`config.mk`:
```
export PLATFORM = sky130hd
export DESIGN_NAME = hazard_ctrl
export DESIGN_NICKNAME = d
export VERILOG_FILES = /design/src/rtl/hazard_ctrl.sv
export SDC_FILE = /design/constraint.sdc
export NUM_CORES = 1
export LEC_CHECK = 0
export CELL_PAD_IN_SITES_DETAIL_PLACEMENT = 1
export CELL_PAD_IN_SITES_GLOBAL_PLACEMENT = 1
export CORE_MARGIN = 5
export CORE_UTILIZATION = 21
export CTS_CLUSTER_DIAMETER = 120
export DETAILED_ROUTE_END_ITERATION = 6
export MAX_ROUTING_LAYER = met4
export PLACE_DENSITY_LB_ADDON = 0.2
export SLEW_MARGIN = 40
export SYNTH_ARGS = -nofsm -noshare
export SYNTH_HDL_FRONTEND = slang
export SYNTH_SLANG_ARGS = --single-unit
export TNS_END_PERCENT = 50
```
`constraint.sdc`:
```
create_clock -name clk -period 3.2 [get_ports clk]
set_input_delay 0.48 -clock clk [delete_from_list [all_inputs] [get_ports clk]]
set_output_delay 0.48 -clock clk [all_outputs]
set_load 0.05 [all_outputs]
```
`src/rtl/hazard_ctrl.sv`:
```
// Pipeline hazard controller: load-use stall, branch flush, operand forwarding and a
// data-cache miss stall FSM. Define HAZARD_PERF_CNT_EN to add stall/flush/miss counters.
module hazard_ctrl #(
  parameter int unsigned REG_ADDR_WIDTH = 5,
  parameter int unsigned SRC_WIDTH      = 2
) (
  input  logic                      clk,
  input  logic                      rst,
  input  logic [REG_ADDR_WIDTH-1:0] Rs1_d,
  input  logic [REG_ADDR_WIDTH-1:0] Rs2_d,
  input  logic [REG_ADDR_WIDTH-1:0] Rs1_e,
  input  logic [REG_ADDR_WIDTH-1:0] Rs2_e,
  input  logic [REG_ADDR_WIDTH-1:0] Rd_e,
  input  logic                      RegWrite_e,
  input  logic [SRC_WIDTH-1:0]      ResultSrc_e,
  input  logic [REG_ADDR_WIDTH-1:0] Rd_m,
  input  logic [REG_ADDR_WIDTH-1:0] Rd_w,
  input  logic                      RegWrite_m,
  input  logic                      RegWrite_w,
  input  logic                      PCSrc_e,
  input  logic                      dcache_miss_m,
  input  logic                      mem_ready,
  output logic                      en_f,
  output logic                      en_d,
  output logic                      en_e,
  output logic                      en_m,
  output logic                      flush_d_n,
  output logic                      flush_e_n,
  output logic [1:0]                ForwardA_e,
  output logic [1:0]                ForwardB_e
`ifdef HAZARD_PERF_CNT_EN
  ,
  output logic [31:0]               stall_cycles,
  output logic [31:0]               flush_count,
  output logic [31:0]               miss_count
`endif
);

  localparam logic [SRC_WIDTH-1:0]      SRC_LOAD = SRC_WIDTH'(1);
  localparam logic [REG_ADDR_WIDTH-1:0] REG_ZERO = '0;

  typedef enum logic [1:0] {
    IDLE   = 2'd0,
    MISS   = 2'd1,
    RESUME = 2'd2
  } state_t;

  state_t state, state_nxt;
  logic   load_use;

  assign load_use = RegWrite_e && (ResultSrc_e == SRC_LOAD) && (Rd_e != REG_ZERO) &&
                    ((Rd_e == Rs1_d) || (Rd_e == Rs2_d));

  always_ff @(posedge clk or posedge rst) begin
    if (rst) state <= IDLE;
    else     state <= state_nxt;
  end

  // Miss stall freezes every stage with flushes released so the frozen registers hold.
  always_comb begin
    state_nxt = state;
    en_f      = 1'b1;
    en_d      = 1'b1;
    en_e      = 1'b1;
    en_m      = 1'b1;
    flush_d_n = 1'b1;
    flush_e_n = 1'b1;
    if (rst) begin
      state_nxt = IDLE;
      en_f      = 1'b0;
      en_d      = 1'b0;
      en_e      = 1'b0;
      en_m      = 1'b0;
      flush_d_n = 1'b0;
      flush_e_n = 1'b0;
    end else begin
      case (state)
        IDLE: begin
          if (dcache_miss_m) begin
            state_nxt = MISS;
            en_f      = 1'b0;
            en_d      = 1'b0;
            en_e      = 1'b0;
            en_m      = 1'b0;
          end else if (PCSrc_e) begin
            flush_d_n = 1'b0;
            flush_e_n = 1'b0;
          end else if (load_use) begin
            en_f      = 1'b0;
            en_d      = 1'b0;
            flush_e_n = 1'b0;
          end
        end
        MISS: begin
          if (mem_ready) state_nxt = RESUME;
          en_f = 1'b0;
          en_d = 1'b0;
          en_e = 1'b0;
          en_m = 1'b0;
        end
        RESUME: begin
          state_nxt = IDLE;
          en_f      = 1'b0;
          en_d      = 1'b0;
          en_e      = 1'b0;
          en_m      = 1'b0;
        end
        default: state_nxt = IDLE;
      endcase
    end
  end

  // Memory stage wins over writeback; x0 never forwards.
  always_comb begin
    ForwardA_e = 2'b00;
    ForwardB_e = 2'b00;
    if (!rst) begin
      if (RegWrite_m && (Rd_m != REG_ZERO) && (Rd_m == Rs1_e))      ForwardA_e = 2'b10;
      else if (RegWrite_w && (Rd_w != REG_ZERO) && (Rd_w == Rs1_e)) ForwardA_e = 2'b01;
      if (RegWrite_m && (Rd_m != REG_ZERO) && (Rd_m == Rs2_e))      ForwardB_e = 2'b10;
      else if (RegWrite_w && (Rd_w != REG_ZERO) && (Rd_w == Rs2_e)) ForwardB_e = 2'b01;
    end
  end

`ifdef HAZARD_PERF_CNT_EN
  always_ff @(posedge clk or posedge rst) begin
    if (rst) begin
      stall_cycles <= '0;
      flush_count  <= '0;
      miss_count   <= '0;
    end else begin
      if (!en_m)                    stall_cycles <= stall_cycles + 32'd1;
      if (!flush_d_n || !flush_e_n) flush_count  <= flush_count + 32'd1;
      if (state == IDLE && dcache_miss_m) miss_count <= miss_count + 32'd1;
    end
  end
`endif

endmodule

```
---- Yosys cells after proc, flatten, opt, wreduce, memory -nomap -nowiden ----
Cells that the tools add are included.
storage, ports and cells
  bits in registers ....................... 2
  output and inout port bits .............. 10
operators by class
  eq/ne operators ......................... 11
  multiplexer cells ....................... 26
  reduce and logical (&&, ||, !) cells .... 16
operators with widths
  kind                count
  $eq 5x5->1          6
  $mux 1              16
  $reduce_bool 5->1   3
  $mux 2              7
  $logic_and 1x1->1   9
  $ne 3x3->1 const B  2
  $eq 2x1->1 const B  2
  $pmux 1 s2          2
  $pmux 2 s2          1
  $eq 2x2->1 const B  1
  $logic_not 2->1     1
  $reduce_and 2->1    1
  $reduce_or 2->1     1
  $logic_or 1x1->1    1

---- Logic depth before layout (Yosys ltp) ----
Gate-level depths: netlist (run 1).
  depth in word-level cells ............... 9
  depth in mapped cells ................... 7
  gate-level depth less buffers ........... 6

---- Least setup slack after synthesis (run 1) ----
OpenSTA, ideal clock, no wires.
  path type ............................... register to output
  start point ............................. register state[0]
  end point ............................... output port en_f
  arrival ................................. 3.309 ns
  setup slack ............................. -0.589 ns
  cell stages (with the launch flop) ...... 8
  buffers on the path ..................... 1
  cells stage by stage .................... dfrtp_1 inv_1 ha_1 nor2b_1 nor2_1 nor2_1 a21boi_0 buf_4
on the way
  cells in the longest elaborated chain, start to end .. 4
  elaborated cells between the ends (all ways) .. 6
  classes of those cells .................. eq/ne (2); mux (2); reduce/logical (2)
ends and longest elaborated chain
  element                                   RTL line  text
  start, declared                           48        state_t state, state_nxt;
  start signal, assigned                    56        else state <= state_nxt;
  $eq 2x1->1 or $eq 2x2->1 (tied branches)  -
  $reduce_or 2->1 (no line)                 -
  $pmux 1 s2 (*)                            -
  $mux 1 (*)                                -
  end, declared                             23        output logic en_f,
Mark *: on every way between the ends. The rest lies on a longest branch, timed or not.

---- Worst setup path in the final report (run 1) ----
  start point ............................. input port Rd_m[1]
  end point ............................... output port ForwardA_e[0]
on the way
  cells in the longest elaborated chain, start to end .. 5
  elaborated cells between the ends (all ways) .. 6
  classes of those cells .................. eq/ne (1); mux (2); reduce/logical (3)
ends and longest elaborated chain
  element                RTL line  text
  start, declared        16        input logic [REG_ADDR_WIDTH-1:0] Rd_m,
  $reduce_bool 5->1      118       if (RegWrite_m && (Rd_m != REG_ZERO) && (Rd_m == Rs1_e)) ForwardA_e = 2'b10;
  $logic_and 1x1->1      118
  $logic_and 1x1->1 (*)  118
  $mux 2 (*)             118
  $mux 2 (*)             117       if (!rst) begin
  end, declared          29        output logic [1:0] ForwardA_e,
Marks and branches as above.

==> metrics.md, run 1 <==
| Metric | Value |
|---|---|
| Worst Hold Depth | 2 |
| Class of the tightest hold or removal check | reg2reg |
| Number of antenna violations at the first check in global routing | 0 |
| Post-layout minimum cycle time | between 2 and 3 ns |
| Global routing usage summed across all routing layers | 11.5% |
| Total power divided by cell area | about 230 nW/um^2 |
| Syn Nets | 130 |
| Cell depth of the worst flop-to-flop path | 5 |
| Largest fanout on the critical path | 4 |
| Worst path max stage delay | between 0.5 and 0.6 ns |
| Deepest level of the CTS H-tree | 1 |
| Result of the run | finished, final reports clean |
| Cell family contributing the most delay on the critical path | simple AND/OR/NAND/NOR gates |
| Fraction of final layout cells with drive strength greater than 1 | a little over a tenth |
| Number of flip-flops in the largest register | 2 |
| Std-Cell Core Area | 2810 sq um |
| Global-route wire length before repair | 3750 microns |
| Category of the critical setup timing path | in2out |
| Number of buffers inserted during clock tree synthesis | 3 |
| Flip-flop cell with the highest count after synthesis | dfrtp_1 |
| Width of the chip | 64.6 microns |
| Cell total after placement | roughly 170 |
| Period utilization | 88.5% |
| Static power due to leakage | between 0.4 and 0.5 nW |
| HPWL after detailed placement | 2140 microns |
| Number of optimization iterations in the first detailed-route pass | 4 |
| Max-cap violations | 0 |
| # clock sinks | 2 |
| Number of synthesized register bits | 2 |
| Unrepaired setup endpoints after global routing | false |
| Maximum number of buffers from clock root to sink | 2 |
| Startpoint Class | input pin |
| Drc violations | 0 |
| CP endpoint kind | output port |
| Tightest Pin Transition | 0.498 ns |
| Remaining max-slew budget at the tightest pin | 66.7% |
| Sum of routed wire length over all layers | 2260 microns |
| Final non-filler cell total | 168 |
| Routability cong. | 0.824 |
| Total area of multi-input combinational cells | 553 sq um |
| Worst-skew pair later-pin latency | 0.22 ns |
| Fin. max-slew vios | 0 |
| Fraction of the yosys area taken by sequential cells | ~8% |
| FMAX | around 350 MHz |
| # fillers | 352 |
| CTS tree | built |
| WP buf/inv | 2 |
| Die outline height | 64.6 microns |
| Violation count after the first detailed-route iteration | 12 |
| Initial core utilization | between 20 and 25% |
| Setup violators final | 0 |
| Hold bufs inserted after CTS | 0 |
| Critical path cell sequence | clkdlybuf4s50_1 > or4_1 > o21ai_2 > nor3_2 > nor4_2 > buf_12 |
| Share of flip-flops with an asynchronous set or reset after synthesis | 100% |
| Number of buffers inserted to repair setup after CTS | 0 |
| Avg WL per Cell | 13.5 microns |
| Final antenna diode count | 0 |
| Gate Count Post-Synth | 82 |
| Post-synthesis cell area | 626 sq um |
| Top reg by flops | state |
| Final setup skew | roughly 0.000044 ns |
| Distinct cells, synth | 25 |
| Cell depth of the worst setup path | 6 |
| Area overhead of the layout relative to synthesis | 95.6% |
| Mapped Avg Cell Area | 7.63 sq um |
| Storage cell area | roughly 50 sq um |
| Rows | 19 |
| Largest registers | state (2) |
| Largest net degree at the start of global routing | 7 |
| Number of placed I/O pins | 55 |
| DIE AREA | 4170 sq um |
| Hold violation total from the final report | 0 |
| Layout net count | between 150 and 200 |
| YS warnings | 0 |
| Gr ovfl total | 0 |
| Via count of the first global-routing pass | 820 |
| IO buf count | 54 |
| Max stage delay cell, worst path | or4_1 |
| Vias per inst | 4.54 |
| Setup ws final | 0.367 ns |
| Worst path arrival time | between 2 and 2.5 ns |
| Clock Pin Slew Worst Setup and Hold Paths | 0.03 ns |
| Pre-CTS setup slack | 0.357 ns |
| EDFF count, synth | 0 |
| Worst vdd rail ir drop | 99.1 uV |
| Root cell of the clock tree | clkbuf_4 |
| DR vias | 762 |
| Post-CTS Resized | 0 |
| WP data required | 2.72 ns |
| Antenna-violating nets left | 0 |
-- worst register-to-register path, cell delays in order (launching register included) --
cell and delay (ns):
dfrtp_1 0.36, inv_1 0.10, ha_1 0.14, nor2b_1 0.27, nor2b_1 0.09, o221a_2 0.25
-- where the power goes --
group          internal, mW  switching (mW)  leakage [nW]
logic                0.0995          0.0935         0.404
clock network        0.0411          0.0118        0.0138
registers            0.0280         0.00212        0.0267
total                 0.169           0.107         0.444
-- Yosys cell counts, types with 2 or more instances --
cell type / number / area, sq um
a21boi_0: 2 / 15.0
a21oi_1: 2 / 10.0
buf_4: 2 / 15.0
dfrtp_1: 2 / 50.1
ha_1: 3 / 37.5
inv_1: 3 / 11.3
nand2_1: 6 / 22.5
nand3_1: 5 / 25.0
nor2_1: 5 / 18.8
nor2b_1: 3 / 18.8
nor3_1: 4 / 20.0
nor4_1: 2 / 12.5
or4_1: 3 / 22.5
xnor2_1: 22 / 193
xor2_1: 8 / 70.1
-- area by class of cell --
type	count	share of cell area (%)
well taps	31	3.17
flip-flops and latches	2	4.09
repair buffers	54	44.8
inverters	3	0.920
clock buffers	3	1.84
multi-input cells	75	45.2
-- layer usage --
layer / track usage [%] / vias to the layer above / wire, microns
li1: - / 391 / -
met1: 13.6 / 332 / 943
met2: 20.2 / 39 / 1170
met3: 1.38 / 0 / 149
met4: 3.96 / 0 / 0
met5: - / - / 0
-- worst paths after layout --
check	from	endpoint	slack [ns]
min	state[1]$_DFFE_PP0P_	state[1]$_DFFE_PP0P_	0.54
min reg2reg	state[1]$_DFFE_PP0P_	state[1]$_DFFE_PP0P_	0.54
max reg2reg	state[1]$_DFFE_PP0P_	state[0]$_DFFE_PP0P_	1.87
max	Rd_m[1]	ForwardA_e[0]	0.37
min in group asynchronous	rst	state[1]$_DFFE_PP0P_	0.62
max in group asynchronous	rst	state[0]$_DFFE_PP0P_	2.42
-- metrics by stage --
stage	hold slack (ns)	TNS [ns]	cell area (sq um)	power, mW	util [%]
6_report	0.538	0	1220	0.276	43.6
5_1_grt	0.575	0	1220	0.295	43.6
4_1_cts	0.539	0	1220	0.281	43.6
3_5_place_dp	0.535	0	1200	0.225	42.8
3_3_place_gp	0.540	0	1200	0.223	42.8
2_1_floorplan	0.238	-0.132	629	0.133	-
-- layout by cell type (no fill, tap or decap), types with 2 or more instances in the layout --
cell type        count
clkdlybuf4s50_1     47
nor2_1               5
nor3_1               4
a21oi_1              2
xnor2_1             22
inv_1                3
nor2b_1              3
or4_1                3
nand2_1              6
buf_4                5
dfrtp_1              2
buf_12               2
nor4_1               2
nand3_1              5
xor2_1               8
clkbuf_4             3
ha_1                 3
-- kinds of logic (layout without fill, tap and decap cells) --
group           Yosys count  after routing  share of synthesized area, %
xor+xnor                 30             30                          42.0
simple gates             32             32                          28.4
fa+ha+maj                 3              3                          6.00
compound gates           10             10                          11.4
buf+inv                   5             60                          4.20
flops                     2              2                          8.00
(Power assumes the default switching activity.)
==> run 2: changes to the inputs <==
CORE_UTILIZATION = 22   (was 21)
CTS_BUF_LIST = sky130_fd_sc_hd__clkbuf_2   (was not set)
GPL_TIMING_DRIVEN = 0   (was not set)
==> metrics.md, run 2 (same netlist as run 1, synthesis figures left out) <==
| Metric | Value |
|---|---|
| Result of the run | finished, final reports clean |
| Logic gate share of total power | 74.6% |
| Total power of the final layout | 266 uW |
| Initial core utilization | 22.9% |
| Switching Power | approximately 110 uW |
| Root cell of the clock tree | clkbuf_2 |
| Unrepaired setup endpoints after global routing | false |
| Hold violation total from the final report | 0 |
| Number of flip-flops in the largest register | 2 |
| Sequential fraction of design power | 11.4% |
| Tightest Pin Transition | 0.524 ns |
| Post-layout minimum cycle time | 3.03 ns |
| Final antenna diode count | 0 |
| Std-Cell Core Area | 2730 sq um |
| Vias per inst | 4.62 |
| Period utilization | 94.5% |
| Fin. max-slew vios | 0 |
| Largest fanout on the critical path | 4 |
| IO buf count | 54 |
| Startpoint Class | input pin |
| Die outline height | 63.3 microns |
| Area overhead of the layout relative to synthesis | 95.4% |
| Internal cell power | 157 uW |
| Leading cell type in the layout, fill and taps excluded | clkdlybuf4s50_1 |
| Hold bufs inserted after CTS | 0 |
| Worst path arrival time | about 2.6 ns |
| WP data required | 2.72 ns |
| Sum of routed wire length over all layers | 2380 microns |
| Width of the chip | roughly 63 microns |
| Fraction of final layout cells with drive strength greater than 1 | 7.91% |
| Top reg by flops | state |
| GR Util met1 | 12.2% |
| Number of placed I/O pins | 55 |
| Number of antenna violations at the first check in global routing | 0 |
| Violation count after the first detailed-route iteration | 24 |
| Layout net count | 189 |
| Largest registers | state (2) |
| Antenna-violating nets left | 0 |
| Final setup skew | 0.00305 ns |
| CP endpoint kind | output port |
| Avg WL per Cell | approximately 14 microns |
| # fillers | 345 |
| # clock sinks | 2 |
| Static power due to leakage | 0.470 nW |
| Setup TNS after final layout | 0 ns |
| CTS tree | built |
| Global routing usage summed across all routing layers | roughly an eighth |
| HPWL after detailed placement | roughly 2200 microns |
| Category of the critical setup timing path | in2out |
| Number of optimization iterations in the first detailed-route pass | 2 |
| Largest net degree at the start of global routing | 7 |
| DIE AREA | 4010 sq um |
| Remaining max-slew budget at the tightest pin | between 60% and 70% |
| Drc violations | 0 |
| Total power divided by cell area | approximately 220 nW/um^2 |
| Setup violators final | 0 |
| Number of buffers inserted during clock tree synthesis | 3 |
| Most Used Layer, Global Route | met2 |
| Global-route wire length before repair | 4010 microns |
| Clock Power Share | ~14% |
| Via count of the first global-routing pass | 906 |
| Worst vdd rail ir drop | ~120 uV |
| Most frequent cells in the layout | clkdlybuf4s50_1 (50), xnor2_1 (22), xor2_1 (8) |
| Clock Pin Slew Worst Setup and Hold Paths | 0.03 ns |
| Worst-skew pair later-pin latency | roughly 0.18 ns |
| Fraction of the core area covered by cells at the end of the flow | 44.7% |
| Class of the tightest hold or removal check | reg2reg |
| Fraction of power spent switching nets | 41.0% |
| DR vias | 785 |
| Routability cong. | 0.771 |
| Met2 demand-to-capacity share in global routing | between 20% and 30% |
| Maximum number of buffers from clock root to sink | 2 |
| Rows | 19 |
| Pre-CTS setup slack | -0.228 ns |
| Met3 track demand over resource | 1.42% |
| Max-cap violations | 0 |
| FMAX | approximately 330 MHz |
| Deepest level of the CTS H-tree | 1 |
| Setup ws final | approximately 0.17 ns |
| Gr ovfl total | 0 |
run 2: cell count changes in the layout (fill, tap and decap cells not counted):
cell / before / now
buf_12: 2 / 0
clkbuf_2: 0 / 4
clkbuf_4: 3 / 0
dlygate4sd2_1: 0 / 1
clkdlybuf4s50_1: 47 / 50
buf_4: 5 / 2
dlymetal6s2s_1: 0 / 2
run 2: layer usage:
| metal | share of wire, % | vias up |
|---|---|---|
| met5 | 0 | - |
| met4 | 0 | 0 |
| met3 | 4.5 | 0 |
| met2 | 57 | 27 |
| met1 | 39 | 358 |
| li1 | - | 400 |
run 2: path summary, 6_finish.rpt:
path	start	to	slack (ns)	cells past startpoint
setup / recovery	Rd_m[1]	ForwardB_e[0]	0.17	6
hold / removal	state[1]$_DFFE_PP0P_	state[1]$_DFFE_PP0P_	0.57	2
setup reg to reg	state[1]$_DFFE_PP0P_	state[1]$_DFFE_PP0P_	1.79	5
hold reg to reg	state[1]$_DFFE_PP0P_	state[1]$_DFFE_PP0P_	0.57	2
max in group asynchronous	rst	state[0]$_DFFE_PP0P_	2.38	2
min in group asynchronous	rst	state[1]$_DFFE_PP0P_	0.67	2
run 2: cell type report:
| cell class | count | area [sq um] | share of cell area, % |
|---|---|---|---|
| sequential | 2 | 50.0 | 4.09 |
| buffer | 2 | 15.0 | 1.23 |
| multi-input combinational | 75 | 553 | 45.2 |
| clock buffer | 3 | 15.0 | 1.23 |
| inverter | 3 | 11.3 | 0.921 |
| tap | 31 | 38.8 | 3.17 |
| timing repair buffer | 54 | 539 | 44.1 |
run 2: worst max-delay path: stages:
cell and delay [ns]:
clkdlybuf4s50_1 0.47, or4_1 0.56, o21ai_2 0.21, nor3_1 0.09, nor3_1 0.18, dlygate4sd2_1 0.55
run 2: through the flow:
step | cells | cell area [sq um] | hold slack (ns)
after floorplan | 82 | 629 | 0.238
after global placement | 167 | 1210 | 0.544
after detailed placement | 167 | 1210 | 0.577
after CTS | 170 | 1220 | 0.581
after global routing | 170 | 1220 | 0.623
final | 170 | 1220 | 0.569
run 2: power groups by stage:
stage                     Sequential (mW)  Clock [mW]  Combinational (mW)
after floorplan                    0.0299           0               0.103
after global placement             0.0304           0               0.197
after detailed placement           0.0305           0               0.201
after CTS                          0.0303      0.0404               0.201
after global routing               0.0307      0.0395               0.214
final                              0.0304      0.0372               0.198
run 2: timing repair:
action	in CTS	in global routing
pin swaps	0	0
buffers inserted	0	0
resized for setup	2	5
setup endpoints to repair	2	3
